<file path="src/rtl/wb_interconnect.sv">
// wb_interconnect: shared-bus Wishbone interconnect with round-robin master
// arbitration and address decode onto NUM_SLAVES slaves. Unmapped accesses
// return a one-cycle error pulse.
// Optional watchdog: define WB_INTERCONNECT_TIMEOUT_EN to error out accesses
// whose slave has not acknowledged within TIMEOUT_CYCLES strobed cycles.
module wb_interconnect #(
  parameter int unsigned NUM_MASTERS    = 2,
  parameter int unsigned NUM_SLAVES     = 3,
  parameter int unsigned WB_DATA_WIDTH  = 32,
  parameter int unsigned WB_ADDR_WIDTH  = 32,
  parameter int unsigned WB_SEL_WIDTH   = 4,
  parameter logic [NUM_SLAVES*WB_ADDR_WIDTH-1:0] SLAVE_BASE =
    {32'h0002_0000, 32'h0001_0000, 32'h0000_0000},
  parameter logic [NUM_SLAVES*WB_ADDR_WIDTH-1:0] SLAVE_MASK =
    {32'hFFFF_FFF0, 32'hFFFF_FFF0, 32'hFFFF_E000},
  parameter int unsigned TIMEOUT_CYCLES = 255
) (
  input  logic                                 clk_i,
  input  logic                                 rst_i,
  input  logic [NUM_MASTERS*WB_ADDR_WIDTH-1:0] m_addr_i,
  input  logic [NUM_MASTERS*WB_DATA_WIDTH-1:0] m_data_i,
  input  logic [NUM_MASTERS*WB_SEL_WIDTH-1:0]  m_sel_i,
  input  logic [NUM_MASTERS-1:0]               m_we_i,
  input  logic [NUM_MASTERS-1:0]               m_stb_i,
  input  logic [NUM_MASTERS-1:0]               m_cyc_i,
  output logic [NUM_MASTERS-1:0]               m_ack_o,
  output logic [NUM_MASTERS-1:0]               m_err_o,
  output logic [NUM_MASTERS*WB_DATA_WIDTH-1:0] m_data_o,
  output logic [NUM_SLAVES*WB_ADDR_WIDTH-1:0]  s_addr_o,
  output logic [NUM_SLAVES*WB_DATA_WIDTH-1:0]  s_data_o,
  output logic [NUM_SLAVES*WB_SEL_WIDTH-1:0]   s_sel_o,
  output logic [NUM_SLAVES-1:0]                s_we_o,
  output logic [NUM_SLAVES-1:0]                s_stb_o,
  output logic [NUM_SLAVES-1:0]                s_cyc_o,
  input  logic [NUM_SLAVES-1:0]                s_ack_i,
  input  logic [NUM_SLAVES*WB_DATA_WIDTH-1:0]  s_data_i
);

  localparam int unsigned MIW = (NUM_MASTERS > 1) ? $clog2(NUM_MASTERS) : 1;
  localparam int unsigned SIW = (NUM_SLAVES > 1) ? $clog2(NUM_SLAVES) : 1;

  typedef enum logic {ST_IDLE, ST_GRANTED} state_e;

  state_e                     state_q, state_d;
  logic [MIW-1:0]             grant_idx_q, grant_idx_d;
  logic [MIW-1:0]             last_grant_q, last_grant_d;
  logic                       err_q, err_d;
  logic                       grant_valid;
  logic                       arb_found;

  logic                       g_cyc, g_stb, g_we;
  logic [WB_ADDR_WIDTH-1:0]   g_addr;
  logic [WB_DATA_WIDTH-1:0]   g_wdata;
  logic [WB_SEL_WIDTH-1:0]    g_sel;

  logic                       hit;
  logic [SIW-1:0]             sel;
  logic                       s_ack_sel;
  logic [WB_DATA_WIDTH-1:0]   s_data_sel;
  logic                       wdog_fire;

  always_comb grant_valid = (state_q == ST_GRANTED);

  // Mux the granted master's request signals onto the shared bus
  always_comb begin
    g_cyc   = 1'b0;
    g_stb   = 1'b0;
    g_we    = 1'b0;
    g_addr  = '0;
    g_wdata = '0;
    g_sel   = '0;
    for (int unsigned i = 0; i < NUM_MASTERS; i++) begin
      if (grant_idx_q == MIW'(i)) begin
        g_cyc   = m_cyc_i[i];
        g_stb   = m_stb_i[i];
        g_we    = m_we_i[i];
        g_addr  = m_addr_i[i*WB_ADDR_WIDTH +: WB_ADDR_WIDTH];
        g_wdata = m_data_i[i*WB_DATA_WIDTH +: WB_DATA_WIDTH];
        g_sel   = m_sel_i[i*WB_SEL_WIDTH +: WB_SEL_WIDTH];
      end
    end
  end

  // Round-robin arbiter: scan upward from last_grant+1, then wrap to 0
  always_comb begin
    state_d      = state_q;
    grant_idx_d  = grant_idx_q;
    last_grant_d = last_grant_q;
    arb_found    = 1'b0;
    if (state_q == ST_IDLE) begin
      for (int unsigned j = 0; j < NUM_MASTERS; j++) begin
        if (!arb_found && (j > 32'(last_grant_q)) && m_cyc_i[j]) begin
          arb_found   = 1'b1;
          grant_idx_d = MIW'(j);
        end
      end
      for (int unsigned j = 0; j < NUM_MASTERS; j++) begin
        if (!arb_found && (j <= 32'(last_grant_q)) && m_cyc_i[j]) begin
          arb_found   = 1'b1;
          grant_idx_d = MIW'(j);
        end
      end
      if (arb_found) state_d = ST_GRANTED;
    end else if (!g_cyc) begin
      state_d      = ST_IDLE;
      last_grant_d = grant_idx_q;
    end
  end

  // Address decode; lowest matching slave index wins
  always_comb begin
    hit = 1'b0;
    sel = '0;
    for (int unsigned k = 0; k < NUM_SLAVES; k++) begin
      if (!hit && ((g_addr & SLAVE_MASK[k*WB_ADDR_WIDTH +: WB_ADDR_WIDTH]) ==
                   SLAVE_BASE[k*WB_ADDR_WIDTH +: WB_ADDR_WIDTH])) begin
        hit = 1'b1;
        sel = SIW'(k);
      end
    end
  end

  // Select the decoded slave's response
  always_comb begin
    s_ack_sel  = 1'b0;
    s_data_sel = '0;
    for (int unsigned k = 0; k < NUM_SLAVES; k++) begin
      if (sel == SIW'(k)) begin
        s_ack_sel  = s_ack_i[k];
        s_data_sel = s_data_i[k*WB_DATA_WIDTH +: WB_DATA_WIDTH];
      end
    end
  end

`ifdef WB_INTERCONNECT_TIMEOUT_EN
  localparam int unsigned TW = $clog2(TIMEOUT_CYCLES + 1);
  logic [TW-1:0] wdog_q, wdog_d;
  logic          wdog_inc;

  // Watchdog: count strobed cycles without ack; fire on the last allowed one
  always_comb begin
    wdog_inc  = grant_valid & g_stb & hit & ~s_ack_sel & ~err_q;
    wdog_fire = wdog_inc && (wdog_q == TW'(TIMEOUT_CYCLES - 1));
    if (!grant_valid || !g_stb || s_ack_sel || err_q) wdog_d = '0;
    else if (wdog_inc)                                wdog_d = wdog_q + TW'(1);
    else                                              wdog_d = wdog_q;
  end

  // Watchdog counter register
  always_ff @(posedge clk_i) begin
    if (rst_i) wdog_q <= '0;
    else       wdog_q <= wdog_d;
  end
`else
  logic unused_timeout_cfg;

  // No watchdog: a silent slave stalls the bus; parameter kept referenced
  always_comb begin
    wdog_fire          = 1'b0;
    unused_timeout_cfg = ^TIMEOUT_CYCLES;
  end
`endif

  // Error pulse for unmapped addresses or watchdog expiry
  always_comb err_d = grant_valid & g_stb & ~err_q & (~hit | wdog_fire);

  // Arbiter and error state registers
  always_ff @(posedge clk_i) begin
    if (rst_i) begin
      state_q      <= ST_IDLE;
      grant_idx_q  <= '0;
      last_grant_q <= MIW'(NUM_MASTERS - 1);
      err_q        <= 1'b0;
    end else begin
      state_q      <= state_d;
      grant_idx_q  <= grant_idx_d;
      last_grant_q <= last_grant_d;
      err_q        <= err_d;
    end
  end

  // Drive slave broadcast and master return paths; everything gated by grant
  always_comb begin
    m_ack_o  = '0;
    m_err_o  = '0;
    m_data_o = '0;
    s_addr_o = '0;
    s_data_o = '0;
    s_sel_o  = '0;
    s_we_o   = '0;
    s_stb_o  = '0;
    s_cyc_o  = '0;
    for (int unsigned i = 0; i < NUM_MASTERS; i++) begin
      if (grant_valid && (grant_idx_q == MIW'(i))) begin
        m_ack_o[i] = g_cyc & hit & s_ack_sel;
        m_err_o[i] = err_q;
      end
      m_data_o[i*WB_DATA_WIDTH +: WB_DATA_WIDTH] =
        (grant_valid && hit) ? s_data_sel : '0;
    end
    for (int unsigned k = 0; k < NUM_SLAVES; k++) begin
      if (grant_valid) begin
        s_addr_o[k*WB_ADDR_WIDTH +: WB_ADDR_WIDTH] = g_addr;
        s_data_o[k*WB_DATA_WIDTH +: WB_DATA_WIDTH] = g_wdata;
        s_sel_o[k*WB_SEL_WIDTH +: WB_SEL_WIDTH]    = g_sel;
        s_we_o[k]                                  = g_we;
        s_cyc_o[k] = g_cyc & hit & (sel == SIW'(k));
        s_stb_o[k] = g_stb & hit & (sel == SIW'(k)) & ~err_q;
      end
    end
  end

endmodule
</file>
<file path="config.mk">
export PLATFORM = sky130hd
export DESIGN_NAME = wb_interconnect
export DESIGN_NICKNAME = d
export VERILOG_FILES = /design/src/rtl/wb_interconnect.sv
export SDC_FILE = /design/constraint.sdc
export NUM_CORES = 1
export LEC_CHECK = 0
export CAP_MARGIN = 20
export CORE_AREA = 3 3 200 202
export CTS_CLUSTER_SIZE = 20
export DETAILED_ROUTE_END_ITERATION = 16
export DIE_AREA = 0 0 203 205
export PLACE_DENSITY_LB_ADDON = 0.1
export REMOVE_ABC_BUFFERS = 1
export SYNTH_ARGS = -nofsm -noshare
export SYNTH_HDL_FRONTEND = slang
export SYNTH_SLANG_ARGS = --single-unit
</file>
<file path="constraint.sdc">
create_clock -name clk_i -period 4.4 [get_ports clk_i]
set_input_delay 0.88 -clock clk_i [delete_from_list [all_inputs] [get_ports clk_i]]
set_output_delay 0.88 -clock clk_i [all_outputs]
set_load 0.005 [all_outputs]
</file>
Word level (Yosys, flattened, before mapping)
Cells that the tools add are included.
W data, S select, Z words.
{"block": "classes", "magnitude_cmp": 2, "n_eq_ne": 4, "mux": 44, "n_bitwise": 20, "n_reduce_logical": 18}
{"op": "$mux W32", "count": 8}
{"op": "$mux W1", "count": 33}
{"op": "$logic_not A32 Y1", "count": 1}
{"op": "$eq A28 B13 Y1 const B", "count": 1}
{"op": "$eq A28 B14 Y1 const B", "count": 1}
{"op": "$and A1 B1 Y1", "count": 15}
{"op": "$logic_and A1 B1 Y1", "count": 9}
{"op": "$mux W4", "count": 2}
{"op": "$not A1 Y1", "count": 5}
{"op": "$logic_not A1 Y1", "count": 4}
{"op": "$reduce_and A2 Y1", "count": 2}
{"op": "$reduce_bool A3 Y1", "count": 1}
{"op": "$eq A2 B1 Y1 const B", "count": 1}
{"op": "$eq A2 B2 Y1 const B", "count": 1}
{"op": "$logic_not A2 Y1", "count": 1}
{"op": "$mux W2", "count": 1}
{"op": "$gt A1 B1 Y1 const A", "count": 1}
{"op": "$le A1 B1 Y1 const A", "count": 1}
{"block": "word_totals", "ff_bits": 4, "input_bits": 243, "out_inout_bits": 281, "word_cells": 92}

Logic depth before layout (Yosys ltp)
{"block": "logic_depth", "word_depth": 15, "mapped_depth": 8, "depth_no_buf": 5}

Least setup slack after synthesis
OpenSTA, ideal clock, no wires.
{"block": "synth_path", "path_kind": "in2out", "startpoint": "input port m_addr_i[6]", "endpoint": "output port m_data_o[33]", "t_arrival_ps": 2711, "required_time_ps": 3520, "path_slack_ps": 809, "cell_stages": 8, "n_path_buf": 3, "cell_sequence": "or4_4 nor4_4 o21a_1 buf_6 buf_8 nand4_1 a311oi_1 buf_4"}
{"block": "synth_via", "elab_chain_cells": 12, "elab_cells_between_ends": 18, "classes_between": "eq/ne: 4; mux: 9; reduce/logical: 5"}
{"element": "from (decl)", "line": "20", "source": "input logic [NUM_MASTERS*WB_ADDR_WIDTH-1:0] m_addr_i,"}
{"element": "$mux W32 *", "line": "73", "source": "if (grant_idx_q == MIW'(i)) begin"}
{"element": "$eq A28 B13 Y1", "line": "115", "source": "if (!hit && ((g_addr & SLAVE_MASK[k*WB_ADDR_WIDTH +: WB_ADDR_WIDTH]) =="}
{"element": "$logic_and A1 B1 Y1", "line": "115"}
{"element": "$mux W1", "line": "115"}
{"element": "$logic_not A1 Y1", "line": "115"}
{"element": "$logic_and A1 B1 Y1", "line": "115"}
{"element": "$mux W2", "line": "115"}
{"element": "$logic_not A2 Y1", "line": "128", "source": "if (sel == SIW'(k)) begin"}
{"element": "$mux W32 (3 in a row)", "line": "128"}
{"element": "$mux W32 *"}
{"element": "to (decl)", "line": "28", "source": "output logic [NUM_MASTERS*WB_DATA_WIDTH-1:0] m_data_o,"}
Every way passes the cells marked *; elsewhere a longest branch is shown, timed or not.

Final worst setup path
{"block": "layout_path", "startpoint": "input port m_addr_i[58]", "endpoint": "output port m_data_o[9]"}
{"block": "layout_via", "elab_chain_cells": 14, "elab_cells_between_ends": 21, "classes_between": "eq/ne: 4; mux: 10; reduce/logical: 7"}
{"element": "$mux W32 *", "line": "73"}
{"element": "$logic_not A32 Y1", "line": "115"}
{"element": "$mux W1", "line": "115"}
{"element": "$logic_not A1 Y1", "line": "115"}
{"element": "$logic_and A1 B1 Y1", "line": "115"}
{"element": "$mux W1", "line": "115"}
{"element": "$logic_not A1 Y1", "line": "115"}
{"element": "$logic_and A1 B1 Y1", "line": "115"}
{"element": "$mux W2", "line": "115"}
{"element": "$logic_not A2 Y1", "line": "128"}
{"element": "$mux W32 (3 in a row)", "line": "128"}
{"element": "$mux W32 *", "line": "199", "source": "(grant_valid && hit) ? s_data_sel : '0;"}
Marks and branches as above.

==> impl_results.md <==
- Worst setup path category: input port to primary output
- Routability cong.: 0.749
- Mapped Area: 3930 µm²
- Initial DRC count: 142
- WP data arrival: 3420 ps
- Post-DP HPWL: 25.1 mm
- Post-synth top area cell: buf_4
- Commonest register cell after synthesis: dfxtp_1
- Full die area: 41,600 µm²
- Setup_tns: 0 ps
- Max Slew Vio Count: 0
- Final Hold Fails: 0
- Share of cells above drive strength 1: 18.0%
- ANT nets after route: 0
- CTS Root Cell: clkbuf_16
- GRT overflow: 0
- GRT Total Usage: 12.9%
- Initial antenna violation count: 3
- Clock sink count: 4
- Pin count of the biggest net entering global routing: 57
- Drt wl/cell: 20.6 µm
- CP Buf/Inv Count: 9
- Status: finished clean
- Placed Instances: 1,450
- Final #Nets: 1,210
- Area occupied by multi-input gates: 2660 µm²
- Element type at the critical path start: input port
- CP Max Fanout: 8
- Hold Path Class: flip-flop to flip-flop
- Highest metal used: met5
- Seq/Total Area, Yosys: 2.04%
- RSZ-0062 raised after global routing: yes
- CORE AREA: 38,500 µm²
- PD cells: 94.8 nW/µm²
- Worst-Margin Slew: 653 ps
- Register bit total from synthesis: 4
- Crit share post-route: 97.8%
- Worst path required time: 3520 ps
- Mapped Cells: 564
- Vias: 5,589
- Largest delay contributor family on the critical path: buffers and inverters
- Row cnt: 72
- Leakage: 4.02 nW
- CTS tree: done
- Clock transition at path regs: 30 ps
- Post-layout util: 25.5%
- Port Buffers: 523
- Met1 wire length: 11.5 mm
- Layout area overhead: 150%
- Layout Skew: 3.10 ps
- Synthesized area per cell: 6.96 µm²
- Routed wire length: 30.6 mm
- H-tree levels: 1
- Syn. warnings: 0
- Relative slew slack: 56.5%
- Max VDD drop: 0.0920 mV
- Initial Util: 10.2%
- Worst Slack Setup Final: 97.5 ps
- Number of fill cells: 4,294
- Maximum Capacitance Violations: 0
- Routed wl met2: 16.8 mm
- Final min period: 4300 ps
- Maximum clock rate: 232 MHz
- Die width: 203 µm
- Tot Pwr: 0.930 mW
- Synth cell types: 49
- Residual DRC: 0
- Post-Layout Cell Count: 1,485
- Vias/cell: 3.76
- Pre-CTS setup slack: -345 ps
- Die H: 205 µm
- Routed wire length on met3: 2.00 mm
- Cts hold-fix bufs: 0
- First-pass detailed-route iteration total: 4
- Number of synthesized flops with an enable pin: 0
- Clk Latency, worst-skew pair: 230 ps
- Worst path cell trace: clkdlybuf4s50_1 > nor4_2 > buf_4 > nand4_4 > a21oi_4 > buf_12 > nand3_4 > buf_12 > clkbuf_16 > buf_6 > a311oi_2 > buf_4 > buf_4 > clkbuf_2
- Number of global-route vias before repair: 5,718
- Share of synthesized flip-flops with an asynchronous set or reset: 0%
- Clock buffer depth: 2
- Reg area: 83.8 µm²
- IO Count: 524
- Top cells by area, synth: buf_4 33%, mux2i_1 18%, a311oi_1 7.4%
- TritonCTS buffer count: 3
- Crit path capture type: primary output
- First-pass GRT wire length: 40.3 mm
- Slowest cell on the critical path: clkdlybuf4s50_1
- Crit-path most repeated cell: buf_4
- Crit-path max cell delay: 440 ps
- Area share of the largest cell type after synthesis: 32.5%
- # setup viols final: 0
==> worst paths after layout <==
kind	from	end	slack [ps]	cells past startpoint
min reg2reg	last_grant_q$_SDFFE_PP1P_	last_grant_q$_SDFFE_PP1P_	540	2
max reg2reg	grant_idx_q$_SDFFE_PP0P_	err_q$_SDFF_PP0_	2130	9
min	last_grant_q$_SDFFE_PP1P_	last_grant_q$_SDFFE_PP1P_	540	2
max	m_addr_i[58]	m_data_o[9]	100	14
==> logic make-up after synthesis <==
family	synth area share, %
AO/OA/AOI/OAI	16.2
buffers and inverters	40.5
flip-flops	2.04
multiplexers	17.8
AND/OR/NAND/NOR	23.4
==> per-layer routing <==
metal | vias to the layer above | track usage, %
met4 | 2 | 1.41
met1 | 2642 | 14.1
met5 | - | 0
li1 | 2670 | -
met2 | 255 | 25.9
met3 | 20 | 3.02
==> worst min-delay path: cells and delay by family (launching register included) <==
family | cells | cell delay, ps
AOI/OAI and AO/OA | 2 | 160
DFF | 1 | 340
==> placed cells by master, fill, tap and decap left out, types with 18 or more instances in the layout <==
master / synthesis / final
nor3_1: 40 / 34
dlygate4sd2_1: 0 / 34
nor2_1: 77 / 77
buf_4: 170 / 62
mux2i_1: 70 / 70
dlymetal6s2s_1: 0 / 42
a311oi_2: 0 / 30
buf_12: 0 / 18
clkdlybuf4s50_1: 0 / 438
o21ai_1: 8 / 23
nand4_1: 33 / 33
==> area by class of cell <==
cell class / instances / share of cell area [%]
Sequential cell: 4 / 0.854
Clock buffer: 4 / 0.803
Multi-Input combinational cell: 335 / 27.1
Tap cell: 518 / 6.61
Antenna cell: 1 / 0.0255
Timing Repair Buffer: 615 / 64.3
Inverter: 8 / 0.306
==> synthesized netlist by cell type, drive strengths merged, types with 4 or more instances <==
cell	n
buf	193
dfxtp	4
o21ai	35
a21oi	4
nor3	40
nor4	8
nand4	34
nor2	77
nand2	8
inv	8
mux2i	70
clkbuf	24
a311oi	33
==> sequential cells by signal (all words and copies together) (netlist names) <==
name          count
grant_valid       1
grant_idx_q       1
last_grant_q      1
err_q             1
==> timing repair <==
item | in CTS | in global routing
gates resized for setup | 81 | 118
setup endpoints to repair | 67 | 57
pin swaps | 6 | 24
gates cloned | 2 | 3
buffers inserted | 2 | 23
==> power by group <==
group          internal, mW  switching [mW]
logic                 0.471           0.262
registers            0.0396         0.00962
clock network         0.120          0.0285
==> stage by stage <==
| step | cell area (µm²) | hold slack [ps] |
|---|---|---|
| 6_report | 9810 | 536 |
| 2_1_floorplan | 2360 | 487 |
| 3_3_place_gp | 8910 | 521 |
| 4_1_cts | 9190 | 544 |
| 5_1_grt | 9810 | 578 |
| 3_5_place_dp | 8910 | 536 |
Power figures use the tool's default switching activity.
